--- src/rtl/output_pkg.sv ---
// Shared types and constants for the indicator write sequencer.
// Requester ids double as arbiter grant values.
package output_pkg;

  localparam int unsigned PORTS     = 4;
  localparam int unsigned NIB_W     = 4;
  localparam int unsigned PORT_ID_W = 2;

  localparam logic REQ_A = 1'b0;
  localparam logic REQ_B = 1'b1;

  typedef enum logic [1:0] {
    ST_IDLE  = 2'd0,
    ST_WRITE = 2'd1,
    ST_DONE  = 2'd2
  } state_e;

endpackage

--- src/rtl/rr_arbiter2.sv ---
// Two-way round-robin arbiter: on a tie the requester that did not win last time is chosen.
// Purely combinational; ready is one-hot and only asserted while enabled.
module rr_arbiter2
  import output_pkg::*;
(
  input  logic [1:0] valid,
  input  logic       last_grant,
  input  logic       enable,
  output logic [1:0] ready,
  output logic       grant
);

  always_comb begin
    ready = 2'b00;
    grant = REQ_A;
    case (valid)
      2'b01:   grant = REQ_A;
      2'b10:   grant = REQ_B;
      2'b11:   grant = ~last_grant;
      default: grant = REQ_A;
    endcase
    if (enable && (valid != 2'b00)) begin
      ready[grant] = 1'b1;
    end
  end

endmodule

--- src/rtl/output_write_sequencer.sv ---
// Arbitrates two requesters onto the indicator write bus and serialises each accepted word
// into one registered nibble write per selected port, lowest port first.
module output_write_sequencer #(
  parameter int unsigned PORTS = output_pkg::PORTS,
  parameter int unsigned NIB_W = output_pkg::NIB_W
) (
  input  logic                       clock,
  input  logic                       reset,
  input  logic                       a_valid,
  input  logic [PORTS*NIB_W-1:0]     a_word,
  input  logic [PORTS-1:0]           a_mask,
  output logic                       a_ready,
  input  logic                       b_valid,
  input  logic [PORTS*NIB_W-1:0]     b_word,
  input  logic [PORTS-1:0]           b_mask,
  output logic                       b_ready,
  output logic                       rw,
  output logic [NIB_W-1:0]           data,
  output logic [$clog2(PORTS)-1:0]   port_id,
  output logic                       busy,
  output logic                       done,
  output logic                       done_id
);

  import output_pkg::*;

  localparam int unsigned WORD_W = PORTS * NIB_W;
  localparam int unsigned PID_W  = $clog2(PORTS);

  state_e             state_q, state_d;
  logic [WORD_W-1:0]  word_q, word_d;
  logic [PORTS-1:0]   mask_q, mask_d;
  logic               id_q, id_d;
  logic               last_q, last_d;
  logic               rw_q, rw_d;
  logic [NIB_W-1:0]   data_q, data_d;
  logic [PID_W-1:0]   pid_q, pid_d;
  logic               done_q, done_d;
  logic               done_id_q, done_id_d;

  logic [1:0]         arb_ready;
  logic               arb_grant;
  logic               handshake;

  logic [WORD_W-1:0]  sel_word;
  logic [PORTS-1:0]   sel_mask;
  logic [PID_W-1:0]   low_pid;
  logic [NIB_W-1:0]   low_nib;
  logic [PORTS-1:0]   low_rest;

  rr_arbiter2 u_arb (
    .valid      ({b_valid, a_valid}),
    .last_grant (last_q),
    .enable     (state_q == ST_IDLE),
    .ready      (arb_ready),
    .grant      (arb_grant)
  );

  assign a_ready   = arb_ready[0];
  assign b_ready   = arb_ready[1];
  assign handshake = |arb_ready;

  // In IDLE the first write is issued straight from the granted request so it lands
  // on the cycle right after the handshake.
  always_comb begin
    if (state_q == ST_IDLE) begin
      sel_word = (arb_grant == REQ_B) ? b_word : a_word;
      sel_mask = (arb_grant == REQ_B) ? b_mask : a_mask;
    end else begin
      sel_word = word_q;
      sel_mask = mask_q;
    end
  end

  // Descending scan so the lowest set bit is the last one to win.
  always_comb begin
    low_pid  = '0;
    low_nib  = '0;
    low_rest = sel_mask & (sel_mask - PORTS'(1));
    for (int i = PORTS - 1; i >= 0; i--) begin
      if (sel_mask[i]) begin
        low_pid = PID_W'(i);
        low_nib = sel_word[i*NIB_W +: NIB_W];
      end
    end
  end

  always_comb begin
    state_d   = state_q;
    word_d    = word_q;
    mask_d    = mask_q;
    id_d      = id_q;
    last_d    = last_q;
    rw_d      = 1'b0;
    data_d    = '0;
    pid_d     = '0;
    done_d    = 1'b0;
    done_id_d = 1'b0;

    case (state_q)
      ST_IDLE: begin
        if (handshake) begin
          id_d   = arb_grant;
          last_d = arb_grant;
          word_d = sel_word;
          if (sel_mask == '0) begin
            mask_d    = '0;
            state_d   = ST_DONE;
            done_d    = 1'b1;
            done_id_d = arb_grant;
          end else begin
            state_d = ST_WRITE;
            rw_d    = 1'b1;
            pid_d   = low_pid;
            data_d  = low_nib;
            mask_d  = low_rest;
          end
        end
      end

      ST_WRITE: begin
        if (mask_q == '0) begin
          state_d   = ST_DONE;
          done_d    = 1'b1;
          done_id_d = id_q;
        end else begin
          rw_d   = 1'b1;
          pid_d  = low_pid;
          data_d = low_nib;
          mask_d = low_rest;
        end
      end

      ST_DONE: begin
        state_d = ST_IDLE;
      end

      default: begin
        state_d = ST_IDLE;
      end
    endcase
  end

  always_ff @(posedge clock) begin
    if (!reset) begin
      state_q   <= ST_IDLE;
      word_q    <= '0;
      mask_q    <= '0;
      id_q      <= REQ_A;
      last_q    <= REQ_B;
      rw_q      <= 1'b0;
      data_q    <= '0;
      pid_q     <= '0;
      done_q    <= 1'b0;
      done_id_q <= 1'b0;
    end else begin
      state_q   <= state_d;
      word_q    <= word_d;
      mask_q    <= mask_d;
      id_q      <= id_d;
      last_q    <= last_d;
      rw_q      <= rw_d;
      data_q    <= data_d;
      pid_q     <= pid_d;
      done_q    <= done_d;
      done_id_q <= done_id_d;
    end
  end

  assign rw      = rw_q;
  assign data    = data_q;
  assign port_id = pid_q;
  assign done    = done_q;
  assign done_id = done_id_q;
  assign busy    = (state_q != ST_IDLE);

endmodule

--- config.mk ---
export PLATFORM = sky130hd
export DESIGN_NAME = output_write_sequencer
export DESIGN_NICKNAME = d
export VERILOG_FILES = /design/src/rtl/output_pkg.sv /design/src/rtl/rr_arbiter2.sv /design/src/rtl/output_write_sequencer.sv
export SDC_FILE = /design/constraint.sdc
export NUM_CORES = 1
export LEC_CHECK = 0
export CORE_ASPECT_RATIO = 0.9
export CORE_MARGIN = 2
export CORE_UTILIZATION = 44
export DETAILED_ROUTE_END_ITERATION = 12
export GPL_TIMING_DRIVEN = 1
export PLACE_DENSITY = 0.78
export REMOVE_ABC_BUFFERS = 1
export SYNTH_ARGS = -nofsm -noshare
export SYNTH_HDL_FRONTEND = slang
export SYNTH_SLANG_ARGS = --single-unit
--- constraint.sdc ---
create_clock -name clock -period 2.4 [get_ports clock]
set_clock_uncertainty 0.15 [all_clocks]
set_input_delay 0.24 -clock clock [delete_from_list [all_inputs] [get_ports clock]]
set_output_delay 0.24 -clock clock [all_outputs]
set_load 0.05 [all_outputs]
Word level (Yosys, flattened, before mapping)
Cells that the tools add are included.

Add/subtract/negate cells: 1. $mul: 0. Div/mod/pow operators: 0. $lt $le $gt $ge: 2. Equality and inequality tests: 6. Shift operators: 0. Mux-type cells: 44. Bitwise gates (word level): 2. Reduce and logical (&&, ||, !) cells: 12.

Operator list (count): $mux 4 (12); $mux 16 (2); $mux 2 (11); $pmux 4 s2 (2); $mux 1 (10); $logic_not 4->1 (2); $pmux 1 s2 (4); $pmux 2 s2 (2); $ne 2x2->1 const B (3); $reduce_bool 2->1 (3); $and 4x4->4 (1); $eq 2x2->1 const B (2); $reduce_and 2->1 (2); $sub 4x1->4 const B (1); $reduce_and 3->1 (1); $eq 2x1->1 const B (1); $logic_and 1x1->1 (2); $logic_not 2->1 (1); $lt 1x2->1 const B (1); $reduce_or 2->1 (1); $demux 1 s1 (1); $ge 1x1->1 const B (1); $not 1->1 (1).

Bits in registers: 33. Bits in latches: 0. RAM bits: 0. Memory bits (read-only): 0. Bits of input ports: 44. Output and inout port bits: 12. Logic and storage cells: 77. Memories kept: 0.

Logic depth before layout (Yosys ltp)
Word-level depth: 11. Gate-level depth with buffers: 8. Depth with buffers taken out: 7.

By module
From an unflattened synthesis, not the netlist that was laid out.

Cell total of the unflattened synthesis: 173. Area, all modules: 1529.0 um^2.

Modules (own cells, without submodules): output_write_sequencer (instances 1, cells an instance 168, area each 1498.9 um^2, seq. area each 560.5 um^2); rr_arbiter2 (instances 1, cells an instance 5, area each 30.0 um^2, seq. area each 0.0 um^2).

Worst setup path before layout
Ideal clock, no wire load.

Path kind: flip-flop to flip-flop. Start: register state_q[1]. End: register data_q[3] (netlist: data[3]). Library setup time: 0.147 ns. Data arrival time: 1.762 ns. Data required time: 2.103 ns. Path slack: 0.341 ns. Cell stages (with the launch flop): 7. Path buffers: 1. Clock period less this slack: 2.059 ns. Cell sequence: dfxtp_1 > nor2_4 > inv_2 > clkbuf_1 > o21ai_0 > a221oi_1 > a2111oi_2.

Word-level cells in the longest chain between the ends: 9. Elaborated cells on any way between the ends: 16. Those cells by class: 1 x eq/ne; 11 x mux; 4 x reduce/logical.

Ends and longest elaborated chain: start, declared (RTL line output_write_sequencer.sv:30) `state_e state_q, state_d;`; start signal, assigned (RTL line output_write_sequencer.sv:157) `state_q <= state_d;`; $logic_not 2->1 (RTL line output_write_sequencer.sv:54, output_write_sequencer.sv:66, output_write_sequencer.sv:100); $mux 16 or $mux 4 (tied branches) (RTL line output_write_sequencer.sv:66) `if (state_q == ST_IDLE) begin`; $mux 4 (4 in series) (RTL line output_write_sequencer.sv:81) `if (sel_mask[i]) begin`; $mux 4 (RTL line output_write_sequencer.sv:106) `if (sel_mask == '0) begin`; $mux 4 (RTL line output_write_sequencer.sv:102) `if (handshake) begin`; $pmux 4 s2 (*) (RTL line output_write_sequencer.sv:100) `case (state_q)`; end signal, assigned (RTL line output_write_sequencer.sv:163) `data_q <= data_d;`; end, declared (RTL line output_write_sequencer.sv:36) `logic [NIB_W-1:0] data_q, data_d;`.

Mark *: on every way between the ends. The rest lies on a longest branch, timed or not. A chain may end at the register's enable or synchronous reset.

Worst setup path in the final report
Start: register state_q[1]. End: output port busy.

Word-level cells in the longest chain between the ends: 1.

Ends and longest elaborated chain: $reduce_bool 2->1 (RTL line output_write_sequencer.sv:175) `assign busy = (state_q != ST_IDLE);`; end, declared (RTL line output_write_sequencer.sv:20) `output logic busy,`.

Every way passes these cells.

==> metrics.csv <==
stage;metric;value;unit
power;worst vdd ir;598.5;uV
global_routing;total gr overflow;0;
timing;Max transition margin;63.35;%
critical_path;Slowest cell on crit path;clkdlybuf4s50_1;
power;P_leak;0.9927;nW
hold_path;Hold WC Path Type;reg -> reg;
timing;final hold slack;318.0;ps
critical_path;Largest stage delay, worst path;850;ps
clocking;Root Driver;clkbuf_8;
die;core area;0.003403;sq mm
die;initial core utilization;46.21;%
clocking;CTS tree;yes;
final_layout;FF/Latch Area;560.5;sq um
clocking;hold_buf cts;0;
clocking;CTS buffer count;3;
synth;Yosys reg bits;28;
final_layout;share of cells above drive strength 1;15.14;%
flow_run;Max Cap Viol;0;
critical_path;Worst Path Required;2010;ps
drt;DR DRC count;0;
timing;fmax;465.4;MHz
critical_path;Cell Chain, Critical Path;nor2_4, inv_2, clkdlybuf4s50_1;
synth;Synth Cell Area;0.001573;sq mm
final_layout;Area growth syn-to-layout;45.35;%
drt;Initial DRT Pass Iterations;4;
power;switch share;46.22;%
timing;Final period util;89.53;%
synth;Post-Synthesis Mean Instance Area;8.278;sq um
global_routing;gr usage total;20.66;%
place;Placer Congestion;0.8732;
clocking;post_cts resized;0;
drt;initial drt markers;63;
die;die area;0.004069;sq mm
die;DIE HEIGHT;60.72;um
global_routing;initial antenna violation count;0;
power;Clk pwr share;10.4;%
critical_path;Worst Setup End Kind;output port;
final_layout;fillcell total;316;
synth;mux share of post-synthesis cell area;6.364;%
die;die width;67.02;um
timing;setup TNS;0;ps
final_layout;commonest non-fill, non-tap cells in the layout;clkdlybuf4s50_1, nand2_1, dfxtp_1;
final_layout;Multi-input gate area;917.1;sq um
timing;worst setup margin;251.2;ps
drt;Vias;1532;
clocking;Setup Buffers After CTS;0;
final_layout;nets@finish;296;
synth;Synth Warn #;0;
global_routing;pin count of the biggest net entering global routing;24;
critical_path;Setup CP Type;reg -> out;
critical_path;Arrival @ worst endpoint;1760;ps
synth;main combinational cell family by area after synthesis;compound AO/OA/AOI/OAI gates;
timing;Final Hold Fails;0;
global_routing;first-pass GRT wire length;6299;um
synth;Synth cell types;38;
synth;Synth Area in Adders;0;%
final_layout;leading cell type in the layout, fill and taps excluded;clkdlybuf4s50_1;
power;Pwr per Cell Area;1226;mW/mm^2
synth;Simple-Gate Fraction of Synth Area;22.35;%
synth;Synth Area in Compound Gates;29.59;%
final_layout;diode count;0;
die;io pins;56;
drt;ANT nets after route;0;
clocking;Clk pin slew, worst setup/hold paths;90;ps
synth;post-synthesis xor/xnor area fraction;0;%
global_routing;vias in the first global route;1393;
critical_path;Crit path max-delay family;buffers and inverters;
clocking;Max H-tree Level;1;
power;Internal;1.507;mW
clocking;Max Root-Sink Buffers;2;
clocking;clock sinks;28;
place;worst slack at placement;-22.92;ps
power;Reg power frac;25.8;%
drt;final WL;3980;um
power;Comb pwr share;63.8;%
timing;actual slew at the worst max-slew pin;542.1;ps
drt;drt via density;5.193;
clocking;Clock Latency Late Sink;270;ps
timing;final max-slew violation count;0;
critical_path;CP Launch Type;flop;
synth;post-synthesis sequential area ratio;35.64;%
status;status;complete, no violations;
place;placed insts;291;
die;# rows;20;
final_layout;fin cells;295;
critical_path;Max FO, Critical Path;7;
power;NetSw;1.295;mW
timing;RSZ-0062 raised after global routing;false;
place;I/O Buffers;55;
synth;Synth Instances;190;
critical_path;WP buf/inv;2;
drt;DR WL/cell;13.49;um
timing;minimum clock period;2149;ps
timing;final setup vio count;0;
place;DP HPWL;3118;um
## through the flow
stage	utilization (%)	instance area (sq um)	total power, mW
after floorplan	-	1493	1.877
after global placement	65.55	2231	2.479
after detailed placement	65.55	2231	2.515
after CTS	67.17	2286	2.813
after global routing	67.17	2286	2.994
final	67.17	2286	2.803
## tightest hold or removal path: stages, from the launching register on
cell,delay [ps]
dfxtp_1,320
nand2_1,50
a21oi_1,50
## worst paths after layout
kind	startpoint	endpoint	slack [ps]	cells past startpoint
min reg2reg	id_q	done_id	320	2
min	id_q	done_id	320	2
max reg2reg	state_q[1]	data[3]	420	7
max	state_q[1]	busy	250	3
## cell families (layout without fill, tap and decap cells)
kind of cell	after synthesis	count (layout)
simple gates	78	78
compound gates	57	57
flops	28	28
buf+inv	17	78
mux	10	10
## cell type report
type,count,area share (%)
Inverter,4,0.6568
Multi-Input combinational cell,145,40.12
Clock buffer,4,2.408
Tap cell,44,2.408
Timing Repair Buffer,70,29.89
Sequential cell,28,24.52
## flip-flops by register name (all words and copies together), names as in the netlist
name,flops
id_q,1
word_q,12
mask_q,3
last_q,1
rw,1
done_id,1
state_q,2
data,4
port_id,2
done,1
## routing by layer
metal  wire [um]  vias up  GRT usage [%]
met5           0        -              0
met4          29        0          4.373
met3         257        4          5.009
met2        1864       47          35.79
met1        1827      682          26.38
li1            -      799              -
## power groups by stage
| stage | sequential, mW | clock (mW) | combinational (mW) |
|---|---|---|---|
| floorplan | 0.868 | 0 | 1.01 |
| global placement | 0.722 | 0 | 1.76 |
| detailed placement | 0.729 | 0 | 1.79 |
| CTS | 0.721 | 0.295 | 1.80 |
| global route | 0.735 | 0.314 | 1.95 |
| finish | 0.722 | 0.291 | 1.79 |
## synthesized netlist by cell type
library cell,count,share of area [%]
a21oi_2,2,1.1
mux2i_1,10,6.4
buf_6,3,2.1
dfxtp_1,28,36
a21bo_1,1,0.64
a221oi_1,1,0.56
a21boi_2,1,0.72
buf_2,1,0.32
and3_1,3,1.2
a21o_1,2,0.95
nand3_1,3,0.95
inv_2,1,0.24
nor4_2,1,0.80
a2111oi_2,1,0.95
a211oi_1,3,1.4
nand2_1,39,9.3
buf_4,2,0.95
o21bai_1,1,0.48
nand2b_1,1,0.40
o21ai_0,8,2.5
a21oi_1,8,2.5
inv_1,3,0.72
a41oi_1,3,1.7
a31oi_1,6,2.4
a2111oi_0,1,0.56
nor2_4,1,0.72
or2_1,1,0.40
a21oi_4,2,2.1
a21boi_0,4,1.9
nor4b_1,1,0.56
clkbuf_1,7,1.7
or2_2,4,1.6
nor2_1,20,4.8
o211a_1,9,5.7
a221oi_2,3,2.9
nor3_1,3,0.95
o211ai_1,1,0.48
nand2_4,1,0.72
Power figures use the tool's default switching activity.
